**src/rtl/request_arb_unit.sv**
```systemverilog
// request_arb_unit: round-robin arbiter that forwards one channel's read or
// write request to a single memory port and holds it until mem_hit.
// Optional watchdog: define REQUEST_ARB_UNIT_TIMEOUT_EN to abort an access
// whose mem_hit never arrives. It then reports the abort on the sticky
// timeout_err flag.
module request_arb_unit #(
    parameter int NCH    = 2,
    parameter int ADDR_W = 32,
    parameter int TO_W   = 8
) (
    input  logic                  CLK,
    input  logic                  RST,
    input  logic [NCH-1:0]        req_ren,
    input  logic [NCH-1:0]        req_wen,
    input  logic [NCH*ADDR_W-1:0] req_addr,
    input  logic                  mem_hit,
    output logic                  mem_ren,
    output logic                  mem_wen,
    output logic [ADDR_W-1:0]     mem_addr,
    output logic [NCH-1:0]        grant,
    output logic [NCH-1:0]        done,
    output logic                  busy,
    output logic                  timeout_err
);

    localparam int PTR_W = (NCH > 1) ? $clog2(NCH) : 1;

    typedef enum logic {
        IDLE = 1'b0,
        BUSY = 1'b1
    } state_t;

    state_t              state;
    state_t              state_next;

    logic [PTR_W-1:0]    rr_ptr;
    logic [PTR_W-1:0]    gnt_idx;
    logic [ADDR_W-1:0]   addr_q;
    logic                wr_q;

    logic [ADDR_W-1:0]   ch_addr [NCH];
    logic                any_req;
    logic [PTR_W-1:0]    cand;
    logic                sel_found;
    logic [PTR_W-1:0]    sel_idx;
    logic [ADDR_W-1:0]   sel_addr;
    logic                sel_wr;

    logic [NCH-1:0]      gnt_oh;
    logic [PTR_W-1:0]    ptr_next;
    logic                to_fire;
    logic                fin;

    // Split the flat address bus into one word per channel.
    for (genvar g = 0; g < NCH; g++) begin : g_addr
        assign ch_addr[g] = req_addr[g*ADDR_W +: ADDR_W];
    end

    assign any_req  = |(req_ren | req_wen);
    assign gnt_oh   = NCH'(1) << gnt_idx;
    assign ptr_next = (gnt_idx == PTR_W'(NCH - 1)) ? '0 : gnt_idx + PTR_W'(1);
    // An access ends on mem_hit, or on a watchdog expiry when that is built in.
    assign fin      = (state == BUSY) && (mem_hit || to_fire);

    // Round-robin search: first requester at or above rr_ptr, wrapping modulo NCH.
    always_comb begin
        cand      = '0;
        sel_found = 1'b0;
        sel_idx   = '0;
        sel_addr  = '0;
        sel_wr    = 1'b0;
        for (int k = 0; k < NCH; k++) begin
            cand = PTR_W'((int'(rr_ptr) + k) % NCH);
            if (!sel_found && (req_ren[cand] || req_wen[cand])) begin
                sel_found = 1'b1;
                sel_idx   = cand;
                sel_addr  = ch_addr[cand];
                // A write wins when a channel raises both request lines.
                sel_wr    = req_wen[cand];
            end
        end
    end

    // State register.
    always_ff @(posedge CLK) begin
        if (RST) begin
            state <= IDLE;
        end else begin
            state <= state_next;
        end
    end

    // Next-state logic: IDLE lasts exactly one cycle between accesses.
    always_comb begin
        state_next = state;
        case (state)
            IDLE:    if (any_req) state_next = BUSY;
            BUSY:    if (fin)     state_next = IDLE;
            default: state_next = IDLE;
        endcase
    end

    // Output logic: memory side is driven only from latched values while BUSY.
    always_comb begin
        busy     = 1'b0;
        grant    = '0;
        mem_ren  = 1'b0;
        mem_wen  = 1'b0;
        mem_addr = '0;
        done     = '0;
        if (state == BUSY) begin
            busy     = 1'b1;
            grant    = gnt_oh;
            mem_ren  = !wr_q;
            mem_wen  = wr_q;
            mem_addr = addr_q;
            // A reset in the completing cycle aborts the access silently.
            if (fin && !RST) done = gnt_oh;
        end
    end

    // Latch the winner on IDLE->BUSY; advance the pointer past it on completion.
    always_ff @(posedge CLK) begin
        if (RST) begin
            rr_ptr  <= '0;
            gnt_idx <= '0;
            addr_q  <= '0;
            wr_q    <= 1'b0;
        end else if (state == IDLE) begin
            if (sel_found) begin
                gnt_idx <= sel_idx;
                addr_q  <= sel_addr;
                wr_q    <= sel_wr;
            end
        end else if (fin) begin
            rr_ptr <= ptr_next;
        end
    end

`ifdef REQUEST_ARB_UNIT_TIMEOUT_EN
    // The counter reads N-1 in the Nth BUSY cycle, so expiry is one short of all-ones.
    localparam logic [TO_W-1:0] TC_M1 = {{(TO_W-1){1'b1}}, 1'b0};

    logic [TO_W-1:0] to_cnt;
    logic            err_q;

    // mem_hit in the terminal cycle wins, so the watchdog only fires without it.
    assign to_fire     = (state == BUSY) && !mem_hit && (to_cnt == TC_M1);
    assign timeout_err = err_q;

    // Watchdog counter and sticky error flag.
    always_ff @(posedge CLK) begin
        if (RST) begin
            to_cnt <= '0;
            err_q  <= 1'b0;
        end else if (state == IDLE) begin
            to_cnt <= '0;
        end else if (!mem_hit) begin
            to_cnt <= to_cnt + TO_W'(1);
            if (to_fire) err_q <= 1'b1;
        end
    end
`else
    logic [TO_W-1:0] unused_to_w;

    assign unused_to_w = '0;
    assign to_fire     = 1'b0;
    assign timeout_err = 1'b0;
`endif

endmodule
```
**config.mk**
```make
export PLATFORM = sky130hd
export DESIGN_NAME = request_arb_unit
export DESIGN_NICKNAME = d
export VERILOG_FILES = /design/src/rtl/request_arb_unit.sv
export SDC_FILE = /design/constraint.sdc
export NUM_CORES = 1
export LEC_CHECK = 0
export ABC_AREA = 1
export CAP_MARGIN = 0
export CORE_UTILIZATION = 45
export CTS_CLUSTER_DIAMETER = 80
export DETAILED_ROUTE_END_ITERATION = 8
export PLACE_DENSITY = 0.9
export SLEW_MARGIN = 10
export SYNTH_ARGS = -nofsm -noshare
export SYNTH_HDL_FRONTEND = slang
export SYNTH_SLANG_ARGS = --single-unit
```
**constraint.sdc**
```tcl
create_clock -name CLK -period 1.7 [get_ports CLK]
set_input_delay 0.34 -clock CLK [delete_from_list [all_inputs] [get_ports CLK]]
set_output_delay 0.34 -clock CLK [all_outputs]
set_load 0.005 [all_outputs]
```
==> results.py <==
metrics = {
    "drt": {
        "firstDrtPassIters": 5,
        "finalWirelength_mm": 9.19,
        "viasPerCell": 5.50,
        "ant_nets": 0,
        "dr_total_vias": 3649,
        "wire_per_inst_um": 13.8,
        "drtIter0Drc": 243,
        "drcViolationCount": 0,
    },
    "hold_path": {
        "worstHoldPathCells": 2,
        "min_to": "addr_q[16]$_SDFFE_PP0P_",
        "hold_class": "register to register",
        "hold_start": "addr_q[16]$_SDFFE_PP0P_",
    },
    "timing": {
        "hold_viol_final": 0,
        "setup_viol": 1,
        "period_needed_ps": 1740,
        "max_freq_ghz": 0.576,
        "layout_setup_ws_ps": -36.8,
        "final.setup_skew_ps": 2.53,
        "whs_ps": 547,
        "rsz0062_at_grt": "yes",
        "drv_slew": 0,
        "fin_crit_sh_pct": 102,
    },
    "global_routing": {
        "antenna_found_initial": 0,
        "top_usage_layer": "met2",
        "grt_pass1_wl_mm": 14.2,
        "grtUsageMet2_pct": 50.2,
        "met3_usage_pct": 5.44,
        "grt_usage_pct": 27.3,
        "grt_max_degree": 37,
        "use_met1_pct": 31.0,
        "overflow": 0,
        "grt_pass1_vias": 3321,
    },
    "power_and_ir_drop": {
        "p_comb_share_pct": 40.6,
        "p_total_w": 0.00266,
        "pwr-share-clk_pct": 21.6,
        "p_seq_share_pct": 37.8,
        "powerDensity_nw_per_um2": 638,
        "p_switching_w": 0.000921,
        "p_leak_nw": 2.18,
        "intPower_w": 0.00174,
        "switching_share_pct": 34.6,
        "vdd_ir_drop_max_mv": 0.455,
    },
    "layout": {
        "antennaDiodeCount": 0,
        "fin_cells": 664,
        "layout-drive-gt1-share_pct": 12.4,
        "fin_nets": 660,
        "area_delta_synth_final_pct": 46.5,
        "fin_util_pct": 69.2,
    },
    "clocking": {
        "clockBufferDepth": 2,
        "path_clk_slew_ps": 70,
        "worstSkewPairLatency_ps": 280,
        "clock-sinks": 36,
        "cts_root_buf": "clkbuf_8",
        "cts_tree": "yes",
        "cts_hold_buf": 0,
        "cts_buffers": 5,
        "htree_levels": 2,
    },
    "logic_synthesis": {
        "syn_inst": 483,
        "synthTopCellsByArea": "dfxtp_1 25%, o21ai_0 18%, nand2_1 15%, inv_1 9.5%, a21oi_1 9.0%",
        "ys.flop_type": "dfxtp_1",
        "postSynthAreaPerCell_um2": 5.90,
        "seq_area_frac_synth_pct": 25.3,
        "async_reset_ff_share_pct": 0,
        "synth_seq_cells": 36,
        "synth_area_um2": 2850,
        "synth_top_area_share_pct": 25.3,
        "ys_top_cells_by_count": "113 x nand2_1, 101 x o21ai_0, 72 x inv_1, 51 x a21oi_1, 36 x dfxtp_1",
        "synth_cell_types": 23,
        "yosysTopAreaCell": "dfxtp_1",
        "yosysMostFrequentCell": "nand2_1",
        "yosysWarnings": 0,
        "synth_edf_count": 0,
        "synth_nets": 554,
    },
    "critical_path": {
        "r2r_slack_ps": 100,
        "crit_path_top_delay_cell": "dfxtp_4",
        "critPathBufInv": 5,
        "path_class": "register to output port",
        "timing.rr.end": "addr_q[8]$_SDFFE_PP0P_",
        "path_cells": "buf_6, buf_12, buf_16, nand2_1, inv_1, dlygate4sd2_1",
        "r2r_start": "rr_ptr$_SDFFE_PP0P_",
        "path_delay_family": "buffers and inverters",
        "slowest_delay_ps": 400,
        "start_kind": "register",
        "arrival_ps": 1400,
        "crit_start": "state$_SDFF_PP0_",
        "required_ps": 1360,
        "endpoint_kind": "output port",
        "worstPathMaxFanout": 6,
        "r2r_cells": 6,
    },
    "floorplanning": {
        "die-area_um2": 6650,
        "die_h_um": 81.6,
        "dieWidth_um": 81.6,
        "core_um2": 6030,
        "io_pins": 111,
        "start_util_pct": 47.3,
        "rows": 28,
    },
    "status": {
        "status": "complete, but fails checks",
        "violations": "negative setup slack",
    },
    "placed_design": {
        "dp_cells": 646,
        "place_hpwl_mm": 5.85,
        "dpl_worst_slack_ps": -264,
        "portBuffers": 109,
        "gp_congestion": 0.803,
    },
    "run": {
        "drv_cap": 0,
    },
}
==> cell families (layout without fill, tap and decap cells) <==
group	after synthesis	in the layout	synth area share [%]
buffers and inverters	114	220	18.5
other	1	1	0.132
AO/OA/AOI/OAI	168	168	31.4
flip-flops	36	36	25.3
AND/OR/NAND/NOR	164	164	24.7
==> sequential cells by signal (all words and copies together) (netlist names) <==
name,cells
rr_ptr,1
wr_q,1
addr_q,32
state,1
gnt_idx,1
==> per-layer routing <==
metal | vias up | wire, um | share of wire, %
met5 | - | 0 | 0
met4 | 0 | 130 | 1.4
met3 | 16 | 878 | 9.6
met2 | 220 | 4500 | 49
met1 | 1656 | 3680 | 40
li1 | 1757 | - | -
==> cells in the final DEF, fill, tap and decap left out <==
master / count
nand2_1: 111
o21ai_0: 101
inv_1: 72
clkdlybuf4s50_1: 71
a21oi_1: 51
dfxtp_1: 34
nand3_1: 32
dlygate4sd2_1: 25
a21oi_2: 13
buf_4: 13
nor2_1: 11
clkbuf_2: 9
buf_12: 7
buf_6: 6
nand2_2: 5
clkbuf_8: 5
nand2_4: 3
dlymetal6s2s_1: 3
inv_2: 2
o21ai_1: 2
buf_16: 2
nor3_2: 1
clkinv_1: 1
nor2_8: 1
inv_4: 1
a31o_2: 1
conb_1: 1
clkinv_2: 1
clkbuf_1: 1
buf_2: 1
dfxtp_2: 1
dfxtp_4: 1
==> layout make-up <==
cell class,count,area (um2)
tap,75,93.8
inverter,76,288
clock buffer,6,72.6
multi-input combinational,333,1610
sequential,36,726
fill,524,1850
timing repair buffer,137,1380
clock inverter,1,5.00
==> through the flow <==
stage	TNS, ps	cell area [um2]
4_1_cts	-570	4130
6_report	-36.8	4170
3_5_place_dp	-5860	3960
2_1_floorplan	0	2850
3_3_place_gp	-4510	3960
5_1_grt	-154	4170
==> tightest hold or removal path, delay by kind of cell, from the launching register on <==
kind	cells	cell delay, ps
AO/OA/AOI/OAI	2	200
flip-flops	1	310
==> worst max path at each step <==
stage          cells after the start            to  slack [ps]
6_report                           6  mem_addr[25]         -40
5_1_grt                            6  mem_addr[25]        -110
4_1_cts                            4   mem_addr[6]        -150
3_5_place_dp                       4       done[0]        -260
3_3_place_gp                       4       done[0]        -260
2_1_floorplan                      4  mem_addr[10]         450
==> power by group through the flow <==
stage	sequential, W	clock, W	combinational, W
6_report	0.00101	0.000575	0.00108
5_1_grt	0.00102	0.000608	0.00118
4_1_cts	0.00100	0.000583	0.00104
3_5_place_dp	0.00102	0	0.00101
3_3_place_gp	0.00101	0	0.000975
2_1_floorplan	0.000998	0	0.000605
==> what timing repair did <==
action,in CTS,in global routing
resized for setup,45,35
pin swaps,0,1
setup endpoints to repair,38,13
setup buffers,4,5
gates cloned,2,0
Power figures use the tool's default switching activity.
